[src/rtl/freq_meter.sv]
// -----------------------------------------------------------------------------
// freq_meter
//
// Gated frequency counter. Counts the rising edges of an asynchronous input
// (typically a divider tap) over a fixed window of GATE_CYCLES system clocks.
// It then publishes the count as edges per window. With GATE_CYCLES equal to
// the clk frequency, the result reads directly in Hz.
//
// Parameters:
//   GATE_CYCLES : gate window length in clk cycles (>= 2)
//   CNT_W       : width of the edge counter and of freq_out
//   GATE_W      : width of the gate down-counter (must hold GATE_CYCLES-1)
//
// Ports:
//   clk      in   system clock (50 MHz)
//   RESETn   in   asynchronous reset, active HIGH despite the name
//   sig_in   in   signal to measure, asynchronous to clk
//   start    in   one-cycle request to begin a measurement (honoured in IDLE)
//   freq_out out  edges counted in the last completed window, held
//   valid    out  one-cycle pulse when freq_out/overflow update
//   busy     out  high while a measurement is in progress
//   overflow out  edge counter saturated during the last window
//
// Build option:
//   FREQ_METER_CONT_EN - continuous mode. After the first start, windows
//   repeat back-to-back with a one-cycle DONE gap between them, and busy
//   stays high until reset. Without the macro, each start yields exactly
//   one result and the meter returns to IDLE.
// -----------------------------------------------------------------------------
module freq_meter #(
    parameter int unsigned GATE_CYCLES = 32'd50000000,
    parameter int unsigned CNT_W       = 32'd32,
    parameter int unsigned GATE_W      = 32'd32
) (
    input  logic             clk,
    input  logic             RESETn,
    input  logic             sig_in,
    input  logic             start,
    output logic [CNT_W-1:0] freq_out,
    output logic             valid,
    output logic             busy,
    output logic             overflow
);

    typedef enum logic [1:0] {
        ST_IDLE = 2'd0,
        ST_GATE = 2'd1,
        ST_DONE = 2'd2
    } state_t;

    localparam logic [GATE_W-1:0] GATE_LOAD = GATE_W'(GATE_CYCLES - 32'd1);
    localparam logic [GATE_W-1:0] GATE_ZERO = {GATE_W{1'b0}};
    localparam logic [GATE_W-1:0] GATE_ONE  = GATE_W'(1'b1);
    localparam logic [CNT_W-1:0]  CNT_ZERO  = {CNT_W{1'b0}};
    localparam logic [CNT_W-1:0]  CNT_ONE   = CNT_W'(1'b1);
    localparam logic [CNT_W-1:0]  CNT_MAX   = {CNT_W{1'b1}};

    // Input synchronizer plus one delay stage for edge detection.
    logic              r_sync1;
    logic              r_sync2;
    logic              r_sync3;

    // Sequencer state and measurement counters.
    state_t            r_state;
    logic [GATE_W-1:0] r_gate_cnt;
    logic [CNT_W-1:0]  r_edge_cnt;
    logic              r_ovf;

    // Registered outputs.
    logic [CNT_W-1:0]  r_freq;
    logic              r_valid;
    logic              r_busy;
    logic              r_overflow;

    logic              w_edge;
    logic              w_gate_last;
    logic              w_cnt_full;

    // Single-cycle pulse for each synchronized rising edge of sig_in.
    assign w_edge      = r_sync2 & ~r_sync3;
    // The cycle with gate_cnt at zero is the last cycle of the window. An edge
    // in that cycle is still counted.
    assign w_gate_last = (r_gate_cnt == GATE_ZERO);
    // Once the counter is full, further edges only raise the overflow flag.
    assign w_cnt_full  = (r_edge_cnt == CNT_MAX);

    assign freq_out = r_freq;
    assign valid    = r_valid;
    assign busy     = r_busy;
    assign overflow = r_overflow;

    // Bring sig_in into the clk domain and keep one extra stage for edge detection.
    always_ff @(posedge clk or posedge RESETn) begin
        if (RESETn) begin
            r_sync1 <= 1'b0;
            r_sync2 <= 1'b0;
            r_sync3 <= 1'b0;
        end else begin
            r_sync1 <= sig_in;
            r_sync2 <= r_sync1;
            r_sync3 <= r_sync2;
        end
    end

    // Measurement sequencer: arm on start, count edges through the gate, publish the result.
    always_ff @(posedge clk or posedge RESETn) begin
        if (RESETn) begin
            r_state    <= ST_IDLE;
            r_gate_cnt <= GATE_ZERO;
            r_edge_cnt <= CNT_ZERO;
            r_ovf      <= 1'b0;
            r_freq     <= CNT_ZERO;
            r_valid    <= 1'b0;
            r_busy     <= 1'b0;
            r_overflow <= 1'b0;
        end else begin
            r_valid <= 1'b0;
            case (r_state)
                ST_IDLE: begin
                    if (start) begin
                        r_state    <= ST_GATE;
                        r_busy     <= 1'b1;
                        r_gate_cnt <= GATE_LOAD;
                        r_edge_cnt <= CNT_ZERO;
                        r_ovf      <= 1'b0;
                    end else begin
                        r_state    <= ST_IDLE;
                        r_busy     <= 1'b0;
                    end
                end
                ST_GATE: begin
                    if (w_edge) begin
                        if (w_cnt_full) begin
                            r_ovf      <= 1'b1;
                        end else begin
                            r_edge_cnt <= r_edge_cnt + CNT_ONE;
                        end
                    end
                    if (w_gate_last) begin
                        r_state    <= ST_DONE;
                    end else begin
                        r_gate_cnt <= r_gate_cnt - GATE_ONE;
                    end
                end
                ST_DONE: begin
                    r_freq     <= r_edge_cnt;
                    r_overflow <= r_ovf;
                    r_valid    <= 1'b1;
`ifdef FREQ_METER_CONT_EN
                    // Re-arm immediately. The DONE cycle is the only gap
                    // between windows, and edges seen in it are not counted.
                    r_state    <= ST_GATE;
                    r_gate_cnt <= GATE_LOAD;
                    r_edge_cnt <= CNT_ZERO;
                    r_ovf      <= 1'b0;
`else
                    r_state    <= ST_IDLE;
                    r_busy     <= 1'b0;
`endif
                end
                default: begin
                    r_state    <= ST_IDLE;
                    r_busy     <= 1'b0;
                end
            endcase
        end
    end

endmodule

[config.mk]
export PLATFORM = sky130hd
export DESIGN_NAME = freq_meter
export DESIGN_NICKNAME = d
export VERILOG_FILES = /design/src/rtl/freq_meter.sv
export SDC_FILE = /design/constraint.sdc
export NUM_CORES = 1
export LEC_CHECK = 0
export BUFFER_PORTS_ARGS = -buffer_cell sky130_fd_sc_hd__buf_2
export CAP_MARGIN = 10
export CORE_MARGIN = 2
export CORE_UTILIZATION = 30
export CTS_CLUSTER_SIZE = 25
export DETAILED_ROUTE_END_ITERATION = 10
export GPL_TIMING_DRIVEN = 0
export PLACE_DENSITY = 0.51
export SYNTH_ARGS = -nofsm -noshare
export SYNTH_HDL_FRONTEND = slang
export SYNTH_SLANG_ARGS = --single-unit
export TNS_END_PERCENT = 100
[constraint.sdc]
create_clock -name clk -period 6 [get_ports clk]
set_clock_uncertainty 0.1 [all_clocks]
set_input_delay 1.5 -clock clk [delete_from_list [all_inputs] [get_ports clk]]
set_output_delay 1.5 -clock clk [all_outputs]
set_load 0.1 [all_outputs]
# Word level (Yosys, flattened, before mapping)

Index checks and enable logic that the tools add are counted.

Multipliers: 0
$lt $le $gt $ge: 0
Shift operators: 0
Equality and inequality tests: 9
$add $sub $neg: 2
Bitwise operators: 2
Divide/modulo/power cells: 0
Reductions and logical operators: 6
Muxes and demuxes: 17

Operators with widths:

| operator              | number |
|---|---|
| $mux 32               | 5 |
| $pmux 32 s2           | 2 |
| $add 32x1->32 const B | 1 |
| $eq 32x32->1 const B  | 1 |
| $logic_not 32->1      | 1 |
| $sub 32x1->32 const B | 1 |
| $ne 2x2->1 const B    | 6 |
| $reduce_and 4->1      | 2 |
| $mux 1                | 6 |
| $pmux 1 s2            | 2 |
| $pmux 2 s2            | 1 |
| $reduce_and 3->1      | 1 |
| $eq 2x1->1 const B    | 1 |
| $eq 2x2->1 const B    | 1 |
| $logic_not 2->1       | 1 |
| $mux 2                | 1 |
| $reduce_bool 2->1     | 1 |
| $and 1x1->1           | 1 |
| $not 1->1             | 1 |

Flip-flop bits (word level): 105
Output and inout bits: 35
Logic and storage cells: 47
Bits of input ports: 4
Memories kept: 0
Memory bits (read-only): 0
Bits in latches: 0
Bits in writable memories: 0

# Longest topological paths before layout

Gate-level depths: netlist of the first run.

Depth after elaboration: 4
Mapped depth: 9
Depth with buffers taken out: 7

# Worst setup path before layout of the first run

Ideal clock, no wire load.

Path kind: input-to-reg
Start: in start
End: reg r_edge_cnt[31]
Data required time: 5.822 ns
Setup slack: 3.296 ns
Arrival: 2.526 ns
Library setup time: 0.078 ns
Stages on the path: 5
Path buffers: 0
Cells stage by stage: nand2b_1 -> a21oi_1 -> nand3_1 -> or4_1 -> a21oi_1

Word-level cells in the longest chain between the ends: 2

RTL lines:

| what                       | line | text |
|---|---|---|
| from (decl)                | 38   | `input logic start,` |
| $ne 2x2->1 (no line)       | --   |  |
| $reduce_and 4->1 (no line) | --   |  |
| to (signal assigned)       | 136  | `r_edge_cnt <= r_edge_cnt + CNT_ONE;` |
| to (decl)                  | 66   | `logic [CNT_W-1:0] r_edge_cnt;` |

No other way between the ends.
A chain may end at the register's enable or synchronous reset.

# Worst setup path in the final report of the first run

Start: in start
End: reg r_edge_cnt[3]

The elaborated chain is that of the path after synthesis.

==> out/metrics.cfg, run 1 <==
[power_and_ir_drop]
pwr-share-clk_pct = 36.7
p_int_uw = 1110
p_sw_uw = 404
peakVddDrop_uv = 156
pwr-share-comb_pct = 8.3
power.share.sequential_pct = 55.0
p_leak_uw = 0.00239
power.share.switching_pct = 26.7
p_per_area_nw_per_um2 = 260

[floorplan]
rows = 47
dieArea_um2 = 17900
die_w_um = 134
coreArea_um2 = 16500
dieHeight_um = 134
start_util_pct = 30.5
ios = 39

[detailed_routing]
drtAntennaViolNets = 0
vias = 3968
drc = 0
drt-pass1-iter-count = 4
wl_per_cell_um = 16.3
viasPerCell = 5.30
drt_wl_total_um = 12200
drtIter0Drc = 280

[critical_path]
path_common_cell = clkbuf_1
end_kind = register
slowest_delay_ns = 0.57
path_class = in -> reg
crit_chain = buf_2 -> nand2b_1 -> or2_2 -> clkbuf_1 -> clkbuf_1 -> o211ai_1 -> o31ai_1
arrival_ns = 3.18
crit_fanout = 10
worstSetupStartpointType = input port
cp_slowest_cell = clkbuf_1
cp.required_ns = 6.15

[timing]
tns_ns = 0
max_freq_ghz = 0.329
maxSlewHeadroom_pct = 52.5
setup_violations = 0
fin_crit_sh_pct = 50.6
slew_viol_final = 0
fin_ws_ns = 2.96
fin_crit_ns = 3.04
hold_viol = 0
grt_setup_unrepaired = no
tightest_slew_ns = 0.713

[finish]
area_growth_syn_to_layout_pct = 15.2
drive_gt1_share_pct = 18.9
antenna_cells = 0
finalNonFillerCells = 749
final_cell_mix = 105 x dfrtp_1, 40 x buf_2, 33 x mux2_2
nets = 531
nFillCells = 1664
mostFrequentLayoutCell = dfrtp_1

[synth]
synth_top_area_share_pct = 52.1
syn_inst = 475
synth_area_per_cell_um2 = 10.6
syn-num-nets = 481
synth_seq_area_share_pct = 52.1
ys_top_cells_by_area = dfrtp_1 52%, mux2_2 7.4%, or4_1 3.0%, o31ai_1 2.8%, o21ai_0 2.6%
synth_area_leader_cell = dfrtp_1
synth_area_um2 = 5040
synth_edf_count = 0
postSynth.asyncResetShare_pct = 100
ys_ff_latch = 105
synth_flop_cell = dfrtp_1
yosysWarnings = 0
ys_types = 47

[global_route]
grt_pass1_wl_um = 20200
first_global_vias = 3807
grt_max_degree = 62
antenna_found_initial = 0
grtUsageTotal_pct = 14.3
grt.overflow.total = 0

[place]
gp_congestion = 0.821
portBuffers = 38
preCtsSetupSlack_ns = 2.59
hpwl_um = 8490
dp_cells = 734

[worst_hold_path]
hp-class = reg -> reg

[run_status]
status = finished clean

[clocking]
cts_sinks = 105
post_cts_buffers = 0
cts-root-buf = clkbuf_16
tritoncts = done
post_cts_resized = 0
worstSkewPairLatency_ns = 0.35
cts_hold_buf = 0
clkTransAtPathRegs_ns = 0.07
cts-buffers-inserted = 9
clock_path_buffers = 2
htreeDepth = 3

[flow_run]
max_cap_violations = 0

-- flip-flops by register name (all words and copies together) (netlist names) --
register and flops:
r_sync1 1, valid 1, r_sync2 1, r_edge_cnt 32, overflow 1, r_sync3 1, busy 1, r_gate_cnt 32
freq_out 32, r_state 2, r_ovf 1
-- layout make-up --
class	count	area [um^2]	area share, %
clock inverter	3	25.0	0.431
timing repair buffer	39	218	3.75
buffer	23	100	1.72
sequential	105	2630	45.2
multi-input combinational	340	2290	39.4
tap	220	275	4.74
clock buffer	12	246	4.24
inverter	7	28.8	0.495
-- cells by family (layout without fill, tap and decap cells) --
family,Yosys count,after routing,synth area share (%)
compound gates,90,90,11.1
xor+xnor,6,6,1.04
fa+ha+maj,2,2,0.496
buf+inv,30,84,2.51
flops,105,105,52.1
mux,44,44,9.56
simple gates,198,198,23.2
-- power groups by stage --
stage	Clock (uW)	Sequential, uW	Combinational (uW)
floorplan	0	822	101
global placement	0	842	119
detailed placement	0	844	128
CTS	577	831	128
global route	604	843	146
finish	554	832	125
-- critical path, delay by kind of cell --
kind                   cells  cell delay (ns)
AOI/OAI and AO/OA          2             0.30
buffers and inverters      3             1.16
and+or+nand+nor            2             0.22
-- through the flow --
stage | area (um^2) | hold slack [ns] | power (uW) | utilization, %
2_1_floorplan | 5040 | 0.231 | 923 | -
3_3_place_gp | 5510 | 0.273 | 961 | 33.3
3_5_place_dp | 5540 | 0.267 | 972 | 33.5
4_1_cts | 5810 | 0.279 | 1540 | 35.1
5_1_grt | 5810 | 0.285 | 1590 | 35.1
6_report | 5810 | 0.279 | 1510 | 35.1
-- final timing paths --
kind                                      startpoint  slack [ns]                        end  depth (start not counted)
min                                r_sync1$_DFF_PP0_        0.28          r_sync2$_DFF_PP0_                          0
max reg2reg                r_gate_cnt[0]$_DFFE_PP0P_        3.15  r_gate_cnt[1]$_DFFE_PP0P_                          9
max                                            start        2.96  r_edge_cnt[3]$_DFFE_PP0P_                          7
min in group asynchronous                     RESETn        1.13  r_gate_cnt[6]$_DFFE_PP0P_                          2
max in group asynchronous                     RESETn        3.96  r_edge_cnt[7]$_DFFE_PP0P_                          3
min reg2reg                        r_sync1$_DFF_PP0_        0.28          r_sync2$_DFF_PP0_                          0
-- Yosys cell counts, drive strengths merged, types with 6 or more instances --
cell and count:
or4 23, o31ai 20, buf 6, nand2 27
and4 8, mux2 33, nand3 25, nor4 9
or3 21, dfrtp 105, o211ai 7, and3 9
mux2i 11, o21ai 26, inv 7, nand4 16
nor3 19, nor2 22, a21oi 25, clkbuf 17
-- routing by layer --
layer / GRT usage [%] / up-vias / share of wire (%)
met5: 0 / - / 0
met4: 5.50 / 0 / 1.4
met3: 2.28 / 11 / 3.3
met2: 21.7 / 48 / 47
met1: 20.4 / 2002 / 49
li1: - / 1907 / -
(Power assumes the default switching activity.)
==> inputs of run 2 (changes only) <==
--- a/config.mk
+++ b/config.mk
@@ -5,6 +5,7 @@
 export SDC_FILE = /design/constraint.sdc
 export NUM_CORES = 1
 export LEC_CHECK = 0
+export ABC_AREA = 1
 export BUFFER_PORTS_ARGS = -buffer_cell sky130_fd_sc_hd__buf_2
 export CAP_MARGIN = 10
 export CORE_MARGIN = 2
@@ -12,7 +13,7 @@
 export CTS_CLUSTER_SIZE = 25
 export DETAILED_ROUTE_END_ITERATION = 10
 export GPL_TIMING_DRIVEN = 0
-export PLACE_DENSITY = 0.51
+export PLACE_DENSITY = 0.52
 export SYNTH_ARGS = -nofsm -noshare
 export SYNTH_HDL_FRONTEND = slang
 export SYNTH_SLANG_ARGS = --single-unit
==> constraint.sdc (replaced) <==
create_clock -name clk -period 2.6 [get_ports clk]
set_clock_uncertainty 0.1 [all_clocks]
set_input_delay 0.65 -clock clk [delete_from_list [all_inputs] [get_ports clk]]
set_output_delay 0.65 -clock clk [all_outputs]
set_load 0.1 [all_outputs]
==> out/metrics.cfg, run 2 <==
[floorplan]
dieArea_um2 = 21300  ; was 17900 um^2
rows = 51  ; was 47
ios = 39  ; unchanged
dieHeight_um = 146  ; was 134 um
coreArea_um2 = 19600  ; was 16500 um^2
start_util_pct = 30.8  ; was 30.5%
die_w_um = 146  ; was 134 um

[clocking]
cts-root-buf = clkbuf_16  ; unchanged
clkTransAtPathRegs_ns = 0.08  ; was 0.07 ns
worstSkewPairLatency_ns = 0.36  ; was 0.35 ns
tritoncts = done  ; unchanged
cts_hold_buf = 0  ; unchanged
post_cts_buffers = 0  ; unchanged
cts_sinks = 105  ; unchanged
cts-buffers-inserted = 9  ; unchanged
post_cts_resized = 0  ; unchanged
clock_path_buffers = 2  ; unchanged
htreeDepth = 3  ; unchanged

[power_and_ir_drop]
pwr-share-clk_pct = 43.6  ; was 36.7%
p_sw_uw = 845  ; was 404 uW
p_leak_uw = 0.00330  ; was 0.00239 uW
power.share.sequential_pct = 50.6  ; was 55.0%
pwr-share-comb_pct = 5.7  ; was 8.3%
finalPower_uw = 3360  ; was 1510 uW
peakVddDrop_uv = 332  ; was 156 uV
p_int_uw = 2520  ; was 1110 uW
p_per_area_nw_per_um2 = 484  ; was 260 nW/um^2
power.share.switching_pct = 25.1  ; was 26.7%

[timing]
grt_setup_unrepaired = no  ; unchanged
setup_violations = 0  ; unchanged
hold_slack_ns = 0.187  ; was 0.279 ns
fin_crit_sh_pct = 87.0
max_freq_ghz = 0.442
hold_viol = 0  ; unchanged
fin_ws_ns = 0.337  ; was 2.96 ns
slew_viol_final = 0  ; unchanged
maxSlewHeadroom_pct = 58.3  ; was 52.5%
tightest_slew_ns = 0.625  ; was 0.713 ns
fin_crit_ns = 2.26

[critical_path]
cp.required_ns = 2.75  ; was 6.15 ns
end_kind = register  ; unchanged
arrival_ns = 2.41  ; was 3.18 ns
crit_fanout = 10  ; unchanged
path_class = reg -> reg  ; was in -> reg
worstSetupStartpointType = register  ; was input port

[synth]
synth_top_area_share_pct = 43.5  ; was 52.1%
ys_types = 35  ; was 47
syn_inst = 835  ; was 475
synth_area_um2 = 6040  ; was 5040 um^2
yosysMostFrequentCell = nand2_1  ; was dfrtp_1
synth_flop_cell = dfrtp_1  ; unchanged
ys_top_cells_by_area = dfrtp_1 43%, nand2_1 17%, nor2_1 8.4%, nand3_1 5.9%, inv_1 4.2%  ; was dfrtp_1 52%, mux2_2 7.4%, or4_1 3.0%, o31ai_1 2.8%, o21ai_0 2.6%
syn-num-nets = 841  ; was 481
synth_area_leader_cell = dfrtp_1  ; unchanged
synth_seq_area_share_pct = 43.5  ; was 52.1%
ys_ff_latch = 105  ; unchanged
synth_edf_count = 0  ; unchanged
yosysWarnings = 0  ; unchanged
synth_commonest_cells = 274 x nand2_1, 135 x nor2_1, 105 x dfrtp_1, 71 x nand3_1, 68 x inv_1  ; was 105 x dfrtp_1, 33 x mux2_2, 27 x nand2_1, 26 x o21ai_0
synth_area_per_cell_um2 = 7.24  ; was 10.6 um^2
postSynth.asyncResetShare_pct = 100  ; unchanged

[detailed_routing]
drt-pass1-iter-count = 5  ; was 4
wl_per_cell_um = 13.9  ; was 16.3 um
viasPerCell = 4.59  ; was 5.30
drtAntennaViolNets = 0  ; unchanged
drtIter0Drc = 277  ; was 280
drc = 0  ; unchanged
vias = 5312  ; was 3968
drt_wl_total_um = 16100  ; was 12200 um

[global_route]
grtUsageTotal_pct = 15.7  ; was 14.3%
grt_max_degree = 40  ; was 62
first_global_vias = 5185  ; was 3807
grt_pass1_wl_um = 26800  ; was 20200 um
grt.overflow.total = 0  ; unchanged
antenna_found_initial = 0  ; unchanged

[run_status]
status = finished clean  ; unchanged

[finish]
final_cell_mix = 274 x nand2_1, 135 x nor2_1, 105 x dfrtp_1  ; was 105 x dfrtp_1, 40 x buf_2, 33 x mux2_2
nets = 893  ; was 531
mostFrequentLayoutCell = nand2_1  ; was dfrtp_1
antenna_cells = 0  ; unchanged
area_growth_syn_to_layout_pct = 14.9  ; was 15.2%
drive_gt1_share_pct = 13.8  ; was 18.9%
finalNonFillerCells = 1157  ; was 749

[place]
hpwl_um = 12300  ; was 8490 um
preCtsSetupSlack_ns = 0.340  ; was 2.59 ns
dp_cells = 1141  ; was 734
portBuffers = 38  ; unchanged
gp_congestion = 0.916  ; was 0.821

[worst_hold_path]
hp-class = in -> async  ; was reg -> reg

[flow_run]
max_cap_violations = 0  ; unchanged

## run 2: changes by cell type in the layout (fill, tap and decap cells not counted), sizes merged, moves of 11 or more
| cell | delta |
|---|---|
| a21oi | -24 |
| inv | +63 |
| mux2 | -33 |
| mux2i | -11 |
| nand2 | +263 |
| nand3 | +48 |
| nor2 | +127 |
| nor3 | -14 |
| o21ai | +56 |
| o31ai | -20 |
| or3 | -21 |
| or4 | -23 |
| xor2 | +13 |
## run 2: worst paths after layout
path / cells past startpoint / startpoint / slack [ns] / end
min: 2 / RESETn / 0.19 / r_gate_cnt[3]$_DFFE_PP0P_
min in group clk: 0 / r_sync1$_DFF_PP0_ / 0.25 / r_sync2$_DFF_PP0_
max: 9 / r_edge_cnt[0]$_DFFE_PP0P_ / 0.34 / r_edge_cnt[25]$_DFFE_PP0P_
max in group asynchronous: 4 / RESETn / 1.47 / r_edge_cnt[18]$_DFFE_PP0P_
max reg2reg: 9 / r_edge_cnt[0]$_DFFE_PP0P_ / 0.34 / r_edge_cnt[25]$_DFFE_PP0P_
min reg2reg: 0 / r_sync1$_DFF_PP0_ / 0.25 / r_sync2$_DFF_PP0_
## run 2: cell families (layout without fill, tap and decap cells)
logic type      Yosys count  count (layout)  share of synthesized area (%)
buf+inv                  94             151                           6.98
fa+ha+maj                 2               2                          0.414
flops                   105             105                           43.5
simple gates            529             529                           38.0
compound gates           89              89                           8.84
xor+xnor                 16              16                           2.32
## run 2: layer usage
layer	global-route usage, %	wire (um)	vias to the layer above
met3	2.79	404	23
met1	20.7	7670	2486
li1	-	-	2738
met5	0	0	-
met4	5.78	421	0
met2	25.8	7560	65
## run 2: stage by stage
stage	util, %	instance area, um^2	setup TNS (ns)
2_1_floorplan	-	6050	0
3_3_place_gp	33.5	6570	-30.08
3_5_place_dp	33.8	6630	0
4_1_cts	35.4	6940	0
5_1_grt	35.4	6940	0
6_report	35.4	6940	0
## run 2: area by class of cell
type	count	area [um^2]
plain buffers	23	153
clock buffers	10	239
clock inverters	6	73.8
fillers	2171	12600
inverters	71	273
multi-input cells	636	2990
flip-flops and latches	105	2630
well taps	265	332
repair buffers	41	250
## run 2: power groups by stage
stage	Clock, uW	Sequential [uW]	Combinational (uW)
2_1_floorplan	0	1720	144
6_report	1470	1700	193
3_5_place_dp	0	1730	199
4_1_cts	1520	1700	199
5_1_grt	1560	1710	223
3_3_place_gp	0	1730	187
## run 2: worst max-delay path, stage by stage (launching register included)
cell	delay [ns]
dfrtp_1	0.49
ha_1	0.31
nand2_1	0.14
nor2_4	0.19
nand2_2	0.16
nor2_4	0.18
nand3_1	0.11
nand3_2	0.12
buf_2	0.24
o21ai_1	0.11
==> inputs of run 3 (changes only) <==
--- a/config.mk
+++ b/config.mk
@@ -13,7 +13,8 @@
 export CTS_CLUSTER_SIZE = 25
 export DETAILED_ROUTE_END_ITERATION = 10
 export GPL_TIMING_DRIVEN = 0
-export PLACE_DENSITY = 0.52
+export PLACE_DENSITY = 0.5
+export SLEW_MARGIN = 25
 export SYNTH_ARGS = -nofsm -noshare
 export SYNTH_HDL_FRONTEND = slang
 export SYNTH_SLANG_ARGS = --single-unit
==> constraint.sdc (replaced) <==
create_clock -name clk -period 2.8 [get_ports clk]
set_clock_uncertainty 0.1 [all_clocks]
set_input_delay 0.7 -clock clk [delete_from_list [all_inputs] [get_ports clk]]
set_output_delay 0.7 -clock clk [all_outputs]
set_load 0.1 [all_outputs]
==> out/metrics.cfg, run 3 (synthesis results as in run 2) <==
[finish]
final_cell_mix = 274 x nand2_1, 135 x nor2_1, 105 x dfrtp_1  ; unchanged
final_area_um2 = 6940  ; about the same
finalNonFillerCells = 1158  ; was 1157
area_growth_syn_to_layout_pct = 14.8  ; was 14.9%
nets = 894  ; was 893
nFillCells = 2153  ; was 2171
drive_gt1_share_pct = 13.9  ; was 13.8%
mostFrequentLayoutCell = nand2_1  ; unchanged
antenna_cells = 0  ; unchanged

[timing]
setup_violations = 0  ; unchanged
tns_ns = 0  ; unchanged
slew_viol_final = 0  ; unchanged
fin_crit_ns = 2.31  ; was 2.26 ns
maxSlewHeadroom_pct = 58.2  ; was 58.3%
fin_crit_sh_pct = 82.5  ; was 87.0%
tightest_slew_ns = 0.627  ; was 0.625 ns
max_freq_ghz = 0.433  ; was 0.442 GHz
grt_setup_unrepaired = no  ; unchanged
hold_viol = 0  ; unchanged

[place]
hpwl_um = 12500  ; was 12300 um
portBuffers = 38  ; unchanged
placed_cell_area_um2 = 6660  ; was 6630 um^2
dp_cells = 1142  ; was 1141
gp_congestion = 0.886  ; was 0.916

[clocking]
post_cts_resized = 0  ; unchanged
clkTransAtPathRegs_ns = 0.08  ; about the same
cts_hold_buf = 0  ; unchanged
clock_path_buffers = 2  ; unchanged
worstSkewPairLatency_ns = 0.36  ; about the same
cts_sinks = 105  ; unchanged
htreeDepth = 3  ; unchanged
cts-buffers-inserted = 9  ; unchanged
post_cts_buffers = 0  ; unchanged
tritoncts = done  ; unchanged
cts-root-buf = clkbuf_16  ; unchanged

[detailed_routing]
wl_per_cell_um = 14.1  ; was 13.9 um
drt-pass1-iter-count = 5  ; unchanged
drtIter0Drc = 345  ; was 277
drtAntennaViolNets = 0  ; unchanged
drc = 0  ; unchanged
viasPerCell = 4.59  ; about the same
vias = 5310  ; was 5312
drt_wl_total_um = 16400  ; was 16100 um

[power_and_ir_drop]
p_per_area_nw_per_um2 = 434  ; was 484 nW/um^2
finalPower_uw = 3010  ; was 3360 uW
p_leak_uw = 0.00330  ; about the same
peakVddDrop_uv = 295  ; was 332 uV

[critical_path]
arrival_ns = 2.46  ; was 2.41 ns
path_class = reg -> reg  ; unchanged
rr_endpoint = r_edge_cnt[4]$_DFFE_PP0P_  ; was r_edge_cnt[25]$_DFFE_PP0P_
cp.required_ns = 2.94  ; was 2.75 ns
worstSetupStartpointType = register  ; unchanged
worstRegToRegCells = 11  ; was 9
timing.rr.start = r_edge_cnt[0]$_DFFE_PP0P_  ; unchanged
r2r_slack_ns = 0.49  ; was 0.34 ns
crit_fanout = 10  ; unchanged
end_kind = register  ; unchanged

[global_route]
grt_pass1_wl_um = 27300  ; was 26800 um
grtUsageTotal_pct = 16.1  ; was 15.7%
antenna_found_initial = 0  ; unchanged
grt_max_degree = 28  ; was 40
grt.overflow.total = 0  ; unchanged
first_global_vias = 5133  ; was 5185

[floorplan]
ios = 39  ; unchanged
dieHeight_um = 146  ; unchanged
start_util_pct = 30.8  ; unchanged
coreArea_um2 = 19600  ; unchanged
die_w_um = 146  ; unchanged
rows = 51  ; unchanged
dieArea_um2 = 21300  ; unchanged

[flow_run]
max_cap_violations = 0  ; unchanged

[run_status]
status = finished clean  ; unchanged

[worst_hold_path]
hp-class = in -> async  ; unchanged

-- run 3: cell types whose count changed in the layout (fill, tap and decap cells not counted) --
cell	previous run	this run
buf_16	0	1
bufinv_16	1	0
clkbuf_8	1	0
clkinv_2	1	3
-- run 3: through the flow --
step	hold WS [ns]	setup WS [ns]	utilization, %
after floorplan	0.231	0.740	-
after global placement	0.237	-0.146	33.5
after detailed placement	0.250	0.484	34.0
after CTS	0.241	0.466	35.4
after global routing	0.244	0.292	35.4
final	0.235	0.489	35.4
-- run 3: worst max-delay path by stage --
stage                                         start                    endpoint  slack, ns  cells past startpoint
after floorplan                              RESETn            busy$_DFFE_PP0N_       0.74                      1
after global placement                       RESETn    freq_out[31]$_DFFE_PP0P_      -0.15                      2
after detailed placement  r_edge_cnt[0]$_DFFE_PP0P_  r_edge_cnt[27]$_DFFE_PP0P_       0.48                      9
after CTS                 r_edge_cnt[0]$_DFFE_PP0P_  r_edge_cnt[31]$_DFFE_PP0P_       0.47                      9
after global routing      r_edge_cnt[0]$_DFFE_PP0P_   r_edge_cnt[9]$_DFFE_PP0P_       0.29                     11
final                     r_edge_cnt[0]$_DFFE_PP0P_   r_edge_cnt[4]$_DFFE_PP0P_       0.49                     11
-- run 3: layout make-up --
type | count | area [um^2] | share of cell area (%)
tap | 265 | 332 | 4.78
multi-input combinational | 636 | 2990 | 43.2
clock inverter | 7 | 53.8 | 0.776
buffer | 23 | 153 | 2.20
clock buffer | 9 | 225 | 3.25
sequential | 105 | 2630 | 37.9
inverter | 71 | 273 | 3.93
timing repair buffer | 42 | 278 | 4.01
-- run 3: worst max-delay path, stage by stage, from the launching register on --
cell and delay [ns]:
dfrtp_1 0.51, ha_1 0.32, nand2_1 0.14, nor2_4 0.19
nand2_2 0.16, nor2_4 0.18, nand3b_2 0.13, nand2_2 0.09
nand2_2 0.09, buf_6 0.17, nand2_1 0.07, o21ai_2 0.05
-- run 3: routing by layer --
| metal | track usage [%] | routed length, um | vias up |
|---|---|---|---|
| met5 | 0 | 0 | - |
| li1 | - | - | 2758 |
| met2 | 26.4 | 7630 | 86 |
| met4 | 5.54 | 349 | 0 |
| met3 | 2.82 | 502 | 22 |
| met1 | 21.5 | 7860 | 2444 |
-- run 3: power by group --
part | total, uW | switching [uW] | leakage (uW) | internal (uW)
combinational | 185 | 120 | 0.00174 | 64.9
sequential | 1580 | 35.7 | 0.00143 | 1540
clock | 1250 | 632 | 0.000139 | 614
total | 3010 | 788 | 0.00330 | 2220
